### config.mk
export PLATFORM = sky130hd
export DESIGN_NAME = squareroot_ahsqr_k8_flat
export DESIGN_NICKNAME = d
export VERILOG_FILES = /design/src/rtl/squareroot_ahsqr_k8_if.sv /design/src/rtl/squareroot_ahsqr_k8.sv /design/src/flat_wrapper.sv
export SDC_FILE = /design/constraint.sdc
export NUM_CORES = 1
export LEC_CHECK = 0
export ABC_AREA = 1
export CAP_MARGIN = 25
export CORE_MARGIN = 10
export CORE_UTILIZATION = 55
export DETAILED_ROUTE_END_ITERATION = 10
export PLACE_DENSITY = 0.75
export SYNTH_ARGS = -nofsm -noshare
export SYNTH_HDL_FRONTEND = slang
export SYNTH_SLANG_ARGS = --single-unit
### constraint.sdc
create_clock -name clk -period 19.2 [get_ports clk]
set_input_delay 1.92 -clock clk [delete_from_list [all_inputs] [get_ports clk]]
set_output_delay 1.92 -clock clk [all_outputs]
set_load 0.005 [all_outputs]
### src/rtl/squareroot_ahsqr_k8_if.sv
// Streaming radicand-in / root-out bundle for the AHSQR square-root block.
// The master drives radicands and in_valid. The slave returns roots and out_valid.
interface squareroot_ahsqr_k8_if #(
  parameter int W = 16
);
  logic             in_valid;
  logic [W-1:0]     R;
  logic             out_valid;
  logic [W/2-1:0]   final_op;

  modport master (
    output in_valid,
    output R,
    input  out_valid,
    input  final_op
  );

  modport slave (
    input  in_valid,
    input  R,
    output out_valid,
    output final_op
  );
endinterface

### src/rtl/squareroot_ahsqr_k8.sv
// Approximate hybrid integer square root, truncation depth K.
// Radicands whose bits above K are all zero get an exact root.
// For larger radicands, the K low bits are forced to the midpoint 2^(K-1) before the
// exact root is taken.
// Two register stages: the input register, then the output register.
// The root engine is purely combinational and sits between the two stages.
module squareroot_ahsqr_k8 #(
  parameter int W = 16,
  parameter int K = 8
) (
  input  logic                 clk,
  input  logic                 rst_n,
  squareroot_ahsqr_k8_if.slave bus
);

  localparam int HW = W / 2;
  localparam int EW = W + 2;

  logic [W-1:0]  r_q;
  logic          v1_q;
  logic [W-1:0]  rad;
  logic [EW-1:0] rem;
  logic [EW-1:0] trial;
  logic [HW-1:0] root;

  // Stage 1: capture the radicand and its valid flag every cycle.
  always_ff @(posedge clk or negedge rst_n) begin
    if (!rst_n) begin
      r_q  <= '0;
      v1_q <= 1'b0;
    end else begin
      r_q  <= bus.R;
      v1_q <= bus.in_valid;
    end
  end

  // Hybrid select: keep small radicands intact; otherwise replace the low K bits
  // with the midpoint.
  always_comb begin
    rad = '0;
    if (r_q[W-1:K] == '0) begin
      rad = {{(W-K){1'b0}}, r_q[K-1:0]};
    end else begin
      rad = {r_q[W-1:K], 1'b1, {(K-1){1'b0}}};
    end
  end

  // Exact restoring digit-by-digit root, fully unrolled.
  // rem carries two spare bits so that no trial subtraction can wrap.
  always_comb begin
    rem   = {2'b00, rad};
    root  = '0;
    trial = '0;
    for (int i = HW - 1; i >= 0; i--) begin
      trial = (({{(EW-HW){1'b0}}, root} << 1) + (EW'(1) << i)) << i;
      if (rem >= trial) begin
        rem  = rem - trial;
        root = root | (HW'(1) << i);
      end
    end
  end

  // Stage 2: register the root. out_valid trails in_valid by exactly two clocks.
  always_ff @(posedge clk or negedge rst_n) begin
    if (!rst_n) begin
      bus.final_op  <= '0;
      bus.out_valid <= 1'b0;
    end else begin
      bus.final_op  <= root;
      bus.out_valid <= v1_q;
    end
  end

endmodule

### src/flat_wrapper.sv
// flat-port wrapper written by rule: the top's interface ports become plain ports
module squareroot_ahsqr_k8_flat 
#(
  parameter int W = 16,
  parameter int K = 8
)
  (clk, rst_n, bus_in_valid, bus_R, bus_out_valid, bus_final_op);
  squareroot_ahsqr_k8_if #(.W(W)) bus_i ();
  input  logic clk;
  input  logic rst_n;
  input wire logic [$bits(bus_i.in_valid)-1:0] bus_in_valid;
  input wire logic [$bits(bus_i.R)-1:0] bus_R;
  output wire logic [$bits(bus_i.out_valid)-1:0] bus_out_valid;
  output wire logic [$bits(bus_i.final_op)-1:0] bus_final_op;
  assign bus_i.in_valid = bus_in_valid;
  assign bus_i.R = bus_R;
  assign bus_out_valid = bus_i.out_valid;
  assign bus_final_op = bus_i.final_op;
  squareroot_ahsqr_k8 #(.W(W), .K(K)) u_core (.clk(clk), .rst_n(rst_n), .bus(bus_i));
endmodule
After elaboration in Yosys (flattened, before gate mapping)
Cells that the tools add are included.
- muxes and demuxes: 16
- magnitude comparators: 8
- reductions and logical operators: 1
- $add $sub $neg: 14
- operator list (cell ; number):
    $ge A18 B18 Y1 ; 7
    $mux W18 ; 7
    $sub A18 B18 Y18 ; 6
    $sub A16 B15 Y17 const B ; 1
    $ge A16 B15 Y1 const B ; 1
    $mux W16 ; 1
    $add A9 B1 Y10 const B ; 1
    $add A9 B2 Y10 const B ; 1
    $add A9 B3 Y10 const B ; 1
    $add A9 B4 Y10 const B ; 1
    $add A9 B5 Y10 const B ; 1
    $add A9 B6 Y10 const B ; 1
    $add A9 B7 Y10 const B ; 1
    $logic_not A8 Y1 ; 1
    $mux W8 ; 1
    $mux W7 ; 1
    $mux W6 ; 1
    $mux W5 ; 1
    $mux W4 ; 1
    $mux W3 ; 1
    $mux W2 ; 1
    $mux W1 ; 1
- word-level logic and storage cells: 43
- bits of input ports: 19
- output and inout bits: 9
- register bits: 26

Longest topological paths before layout
- depth in word-level cells: 25
- depth in mapped cells: 95
- depth with buffers taken out: 92

Least setup slack after synthesis
Ideal clock, no wire load.
- path kind: reg2reg
- start point: reg u_core.r_q[12]
- end point: reg u_core.bus.final_op[0]
- path buffers: 3
- clock period less this slack: 12.315 ns
- required time: 19.081 ns
- arrival time: 12.196 ns
- path slack: 6.885 ns
- setup time: 0.119 ns
- stages on the path, launching flop included: 92
- cells stage by stage: dfrtp_1 > inv_1 > ha_1 > nand2_2 > nor2_8 > buf_1 > inv_1 > nor2_1 > ha_1 > nand3_1 > inv_1 > nand3_2 > nand2_4 > inv_1 > ha_1 > nor2_1 > nand2_1 > nor2_4 > [56 not listed] > nand3_1 > nand2_1 > nor2_1 > nand2_1 > nor2_2 > nand3_4 > clkinv_1 > nand2_1 > o21ai_0 > ha_1 > nand2_1 > nor3_1 > a221oi_1 > nand2_1 > nand2_1 > nand2_1 > nand2_1 > nand2_1
- word-level cells in the longest chain between the ends: 25
- elaborated cells between the ends (all ways): 39
- classes of those cells: add/sub: 14; order compare: 8; mux: 16; reduce/logical: 1
- ends and longest elaborated chain (what ; line ; RTL):
    start: declaration ; squareroot_ahsqr_k8.sv:19 ; logic [W-1:0] r_q;
    start signal: assignment ; squareroot_ahsqr_k8.sv:32 ; r_q <= bus.R;
    $logic_not A8 Y1 ; squareroot_ahsqr_k8.sv:41 ; if (r_q[W-1:K] == '0) begin
    $mux W16 (*) ; squareroot_ahsqr_k8.sv:41 ;
    $ge A16 B15 Y1 (*) ; squareroot_ahsqr_k8.sv:56 ; if (rem >= trial) begin
    $mux W8 (*) ; squareroot_ahsqr_k8.sv:56 ;
    net u_core.root[7] ; squareroot_ahsqr_k8.sv:24 ; logic [HW-1:0] root;
    $add A9 B7 Y10 (*) ; squareroot_ahsqr_k8.sv:55 ; trial = (({{(EW-HW){1'b0}}, root} << 1) + (EW'(1) << i)) << i;
    $ge A18 B18 Y1 (*) ; squareroot_ahsqr_k8.sv:56 ;
    $mux W7 (*) ; squareroot_ahsqr_k8.sv:56 ;
    net u_core.root[6] ; squareroot_ahsqr_k8.sv:24 ;
    [3 not listed] ; n/a ;
    net u_core.root[5] ; squareroot_ahsqr_k8.sv:24 ;
    [3 not listed] ; n/a ;
    net u_core.root[4] ; squareroot_ahsqr_k8.sv:24 ;
    [6 not listed] ; n/a ;
    net u_core.root[2] ; squareroot_ahsqr_k8.sv:24 ;
    $add A9 B2 Y10 ; squareroot_ahsqr_k8.sv:55 ;
    $ge A18 B18 Y1 ; squareroot_ahsqr_k8.sv:56 ;
    $mux W2 ; squareroot_ahsqr_k8.sv:56 ;
    $add A9 B1 Y10 ; squareroot_ahsqr_k8.sv:55 ;
    $ge A18 B18 Y1 (*) ; squareroot_ahsqr_k8.sv:56 ;
    $mux W1 (*) ; squareroot_ahsqr_k8.sv:56 ;
    net u_core.root[0] ; squareroot_ahsqr_k8.sv:24 ;
    end signal: assignment ; squareroot_ahsqr_k8.sv:69 ; bus.final_op <= root;
    end: declaration ; squareroot_ahsqr_k8_if.sv:22 ; output final_op
The timed path passes the listed nets; every way through them passes the cells marked *.

Worst setup path after layout
- start point: reg u_core.r_q[8]
- end point: reg u_core.bus.final_op[0]
- word-level cells in the longest chain between the ends: 25
- elaborated cells between the ends (all ways): 39
- classes of those cells: add/sub: 14; order compare: 8; mux: 16; reduce/logical: 1
- ends and longest elaborated chain (what ; line):
    $logic_not A8 Y1 ; squareroot_ahsqr_k8.sv:41
    $mux W16 (*) ; squareroot_ahsqr_k8.sv:41
    $ge A16 B15 Y1 (*) ; squareroot_ahsqr_k8.sv:56
    $mux W8 (*) ; squareroot_ahsqr_k8.sv:56
    net u_core.root[7] ; squareroot_ahsqr_k8.sv:24
    $add A9 B7 Y10 (*) ; squareroot_ahsqr_k8.sv:55
    $ge A18 B18 Y1 (*) ; squareroot_ahsqr_k8.sv:56
    $mux W7 (*) ; squareroot_ahsqr_k8.sv:56
    net u_core.root[6] ; squareroot_ahsqr_k8.sv:24
    [3 not listed] ; n/a
    net u_core.root[5] ; squareroot_ahsqr_k8.sv:24
    [8 not listed] ; n/a
    $mux W3 ; squareroot_ahsqr_k8.sv:56
    $add A9 B2 Y10 ; squareroot_ahsqr_k8.sv:55
    $ge A18 B18 Y1 ; squareroot_ahsqr_k8.sv:56
    $mux W2 ; squareroot_ahsqr_k8.sv:56
    $add A9 B1 Y10 ; squareroot_ahsqr_k8.sv:55
    $ge A18 B18 Y1 (*) ; squareroot_ahsqr_k8.sv:56
    $mux W1 (*) ; squareroot_ahsqr_k8.sv:56
    net u_core.root[0] ; squareroot_ahsqr_k8.sv:24
Marked as above.

==> flow_metrics.tcl <==
set metrics [dict create \
    ys.flop_type "dfrtp_1" \
    clock_latency_ns 0.28 \
    dp_hpwl_mm 8.87 \
    path_common_cell "nand2_1" \
    min_period_ns 14.75 \
    p_comb_frac 0.811 \
    power_density_nw_per_um2 123 \
    power_switching_mw 0.330 \
    crit_arrival_ns 14.92 \
    power_frac_seq 0.106 \
    cp-end-kind "register" \
    crit_path_max_fanout 19 \
    finClkSkew_ns 0.00967 \
    die_h_um 108 \
    synth_top_cells_by_count "nand2_1 (175), inv_1 (100), nand3_1 (65), nor2_1 (61), ha_1 (48)" \
    drc 0 \
    grt_pass1_wl_mm 18.8 \
    nNetsFinal 748 \
    clock_sinks 26 \
    hold_violations 0 \
    dr.first_iter.drc_count 272 \
    clockPowerShare 0.083 \
    rsz0062_at_grt "false" \
    cts_buffer_depth 2 \
    post-route-util 0.632 \
    ioPinCount 28 \
    numPlacedInstances 775 \
    p_int_mw 0.241 \
    yosysWarnings 0 \
    hold_class "register to register" \
    yosysMostFrequentCell "nand2_1" \
    critPathLaunchType "register" \
    cts_buffers 3 \
    h-tree-depth 1 \
    slew_violations 0 \
    worst_slew_pin_slew_ns 0.721 \
    grt_max_degree 27 \
    worstRegToRegCells 87 \
    peakVddDrop_uv 115 \
    grt_pass1_vias 4057 \
    setup_viol 0 \
    drive_gt1_frac 0.103 \
    synthesis.area_um2 4220 \
    syn-mean-instance-area_um2 6.46 \
    die-width_um 108 \
    tns_ns 0 \
    seq_area_frac_synth 0.154 \
    power.share.switching 0.578 \
    slowest_delay_ns 0.42 \
    ant_nets 0 \
    period_share 0.768 \
    max_cap_violations 0 \
    leakagePower_nw 2.59 \
    slew_headroom 0.517 \
    netlist.area_leader.share 0.156 \
    core_um2 7370 \
    dieArea_um2 11600 \
    track_usage 0.191 \
    diodes 0 \
    portBuffers 27 \
    critPathSlowestCell "dfrtp_1" \
    via_per_inst 5.44 \
    ff2ff_setup_slack_ns 4.45 \
    cp.required_ns 19.37 \
    start_util 0.573 \
    async_flop_share 1.00 \
    yosys.area.top_type "nand2_1" \
    status "finished, final reports clean" \
    vias 4241 \
    wl_per_cell_um 13.8 \
    synth_edf_count 0 \
    ctsRootBufferMaster "clkbuf_8" \
    area_growth_pct 10.3 \
    syn_nets 720 \
    synthTopCellsByArea "nand2_1 (16%), dfrtp_1 (15%), ha_1 (14%)" \
    cts_setup_buffers 0 \
    row_count 31 \
    fmax_mhz 67.8 \
    first_pass_iters 5 \
    synth_cell_types 45 \
    synthCells 653 \
    clk_pin_slew_worst_paths_ns 0.11 \
    grt_antenna_before_repair 0 \
    worstHoldPathCells 0 \
    grt_overflow 0 \
    gp_congestion 0.995 \
    cts_resized 0 \
    routed_wl_mm 10.8 \
    holdBufCountCts 0 \
    worst-setup-path-type "register to register" \
    fin_cells 779 \
    tritoncts "built" \
    hold_ws_ns 0.363 \
    ys_ff_latch 26 \
]
==> power by group through the flow <==
stage	clock, mW	combinational (mW)	sequential (mW)
CTS	0.0486	0.457	0.0605
global route	0.0510	0.525	0.0610
detailed placement	0	0.453	0.0616
global placement	0	0.444	0.0615
floorplan	0	0.363	0.0616
finish	0.0476	0.464	0.0605
==> metrics by stage <==
stage | worst slack [ns] | instance area, µm² | total power, mW
final | 4.45 | 4660 | 0.572
after global routing | 2.86 | 4660 | 0.637
after CTS | 4.71 | 4660 | 0.566
after detailed placement | 4.83 | 4580 | 0.514
after global placement | 5.25 | 4580 | 0.506
after floorplan | 6.89 | 4220 | 0.424
==> worst max-delay path, delay by kind of cell, from the launching register on <==
| kind | cells | cell delay, ns |
|---|---|---|
| compound gates | 19 | 3.74 |
| simple gates | 45 | 5.81 |
| flops | 1 | 0.42 |
| buf+inv | 14 | 1.79 |
| fa+ha+maj | 9 | 2.84 |
==> placed cells by master (no fill, tap or decap), types with 5 or more instances in the layout <==
master           synthesis  final
dfrtp_1                 26     26
inv_1                  100    100
clkdlybuf4s50_1          0     27
a21oi_1                 18     18
nand2_4                  8      8
nor2_2                   9      9
nand2_2                 12     12
ha_1                    48     48
nand4_1                 13     13
nor2_1                  61     61
xnor2_1                 11     11
nor2_4                   5      5
nand3_1                 65     65
xor2_1                  11     11
o21ai_0                 27     27
nand3_2                 12     12
nand2_1                175    175
==> sequential cells by signal, indices dropped and copies added, names as in the netlist <==
register              count
u_core.bus.final_op       8
u_core.bus.out_valid      1
u_core.r_q               16
u_core.v1_q               1
==> cells by family after synthesis <==
family          synth area share
fa+ha+maj                  0.142
xor+xnor                  0.0457
flops                      0.154
buf+inv                    0.102
compound gates            0.0854
simple gates               0.461
mux                      0.00949
==> layer usage <==
layer  global-route usage  part of all wire  up-vias
met4               0.0286             0.011        0
met1                0.272              0.50     1972
li1                     -                 -     2152
met3               0.0246             0.050       10
met5                    0                 0        -
met2                0.303              0.44      107
==> worst paths after layout <==
check	from	endpoint
max	u_core.r_q[8]	u_core.bus.final_op[0]
max in group asynchronous	rst_n	u_core.r_q[9]
min reg2reg	u_core.v1_q	u_core.bus.out_valid
min in group asynchronous	rst_n	u_core.bus.final_op[4]
min	u_core.v1_q	u_core.bus.out_valid
max reg2reg	u_core.r_q[8]	u_core.bus.final_op[0]
==> layout make-up <==
type                    count  area (µm²)
clock buffers               3        41.3
clock inverters             1        30.0
fillers                   732        2710
inverters                 105         394
multi-input cells         517        3140
flip-flops and latches     26         651
well taps                  99         124
repair buffers             28         278
(Power assumes the default switching activity.)
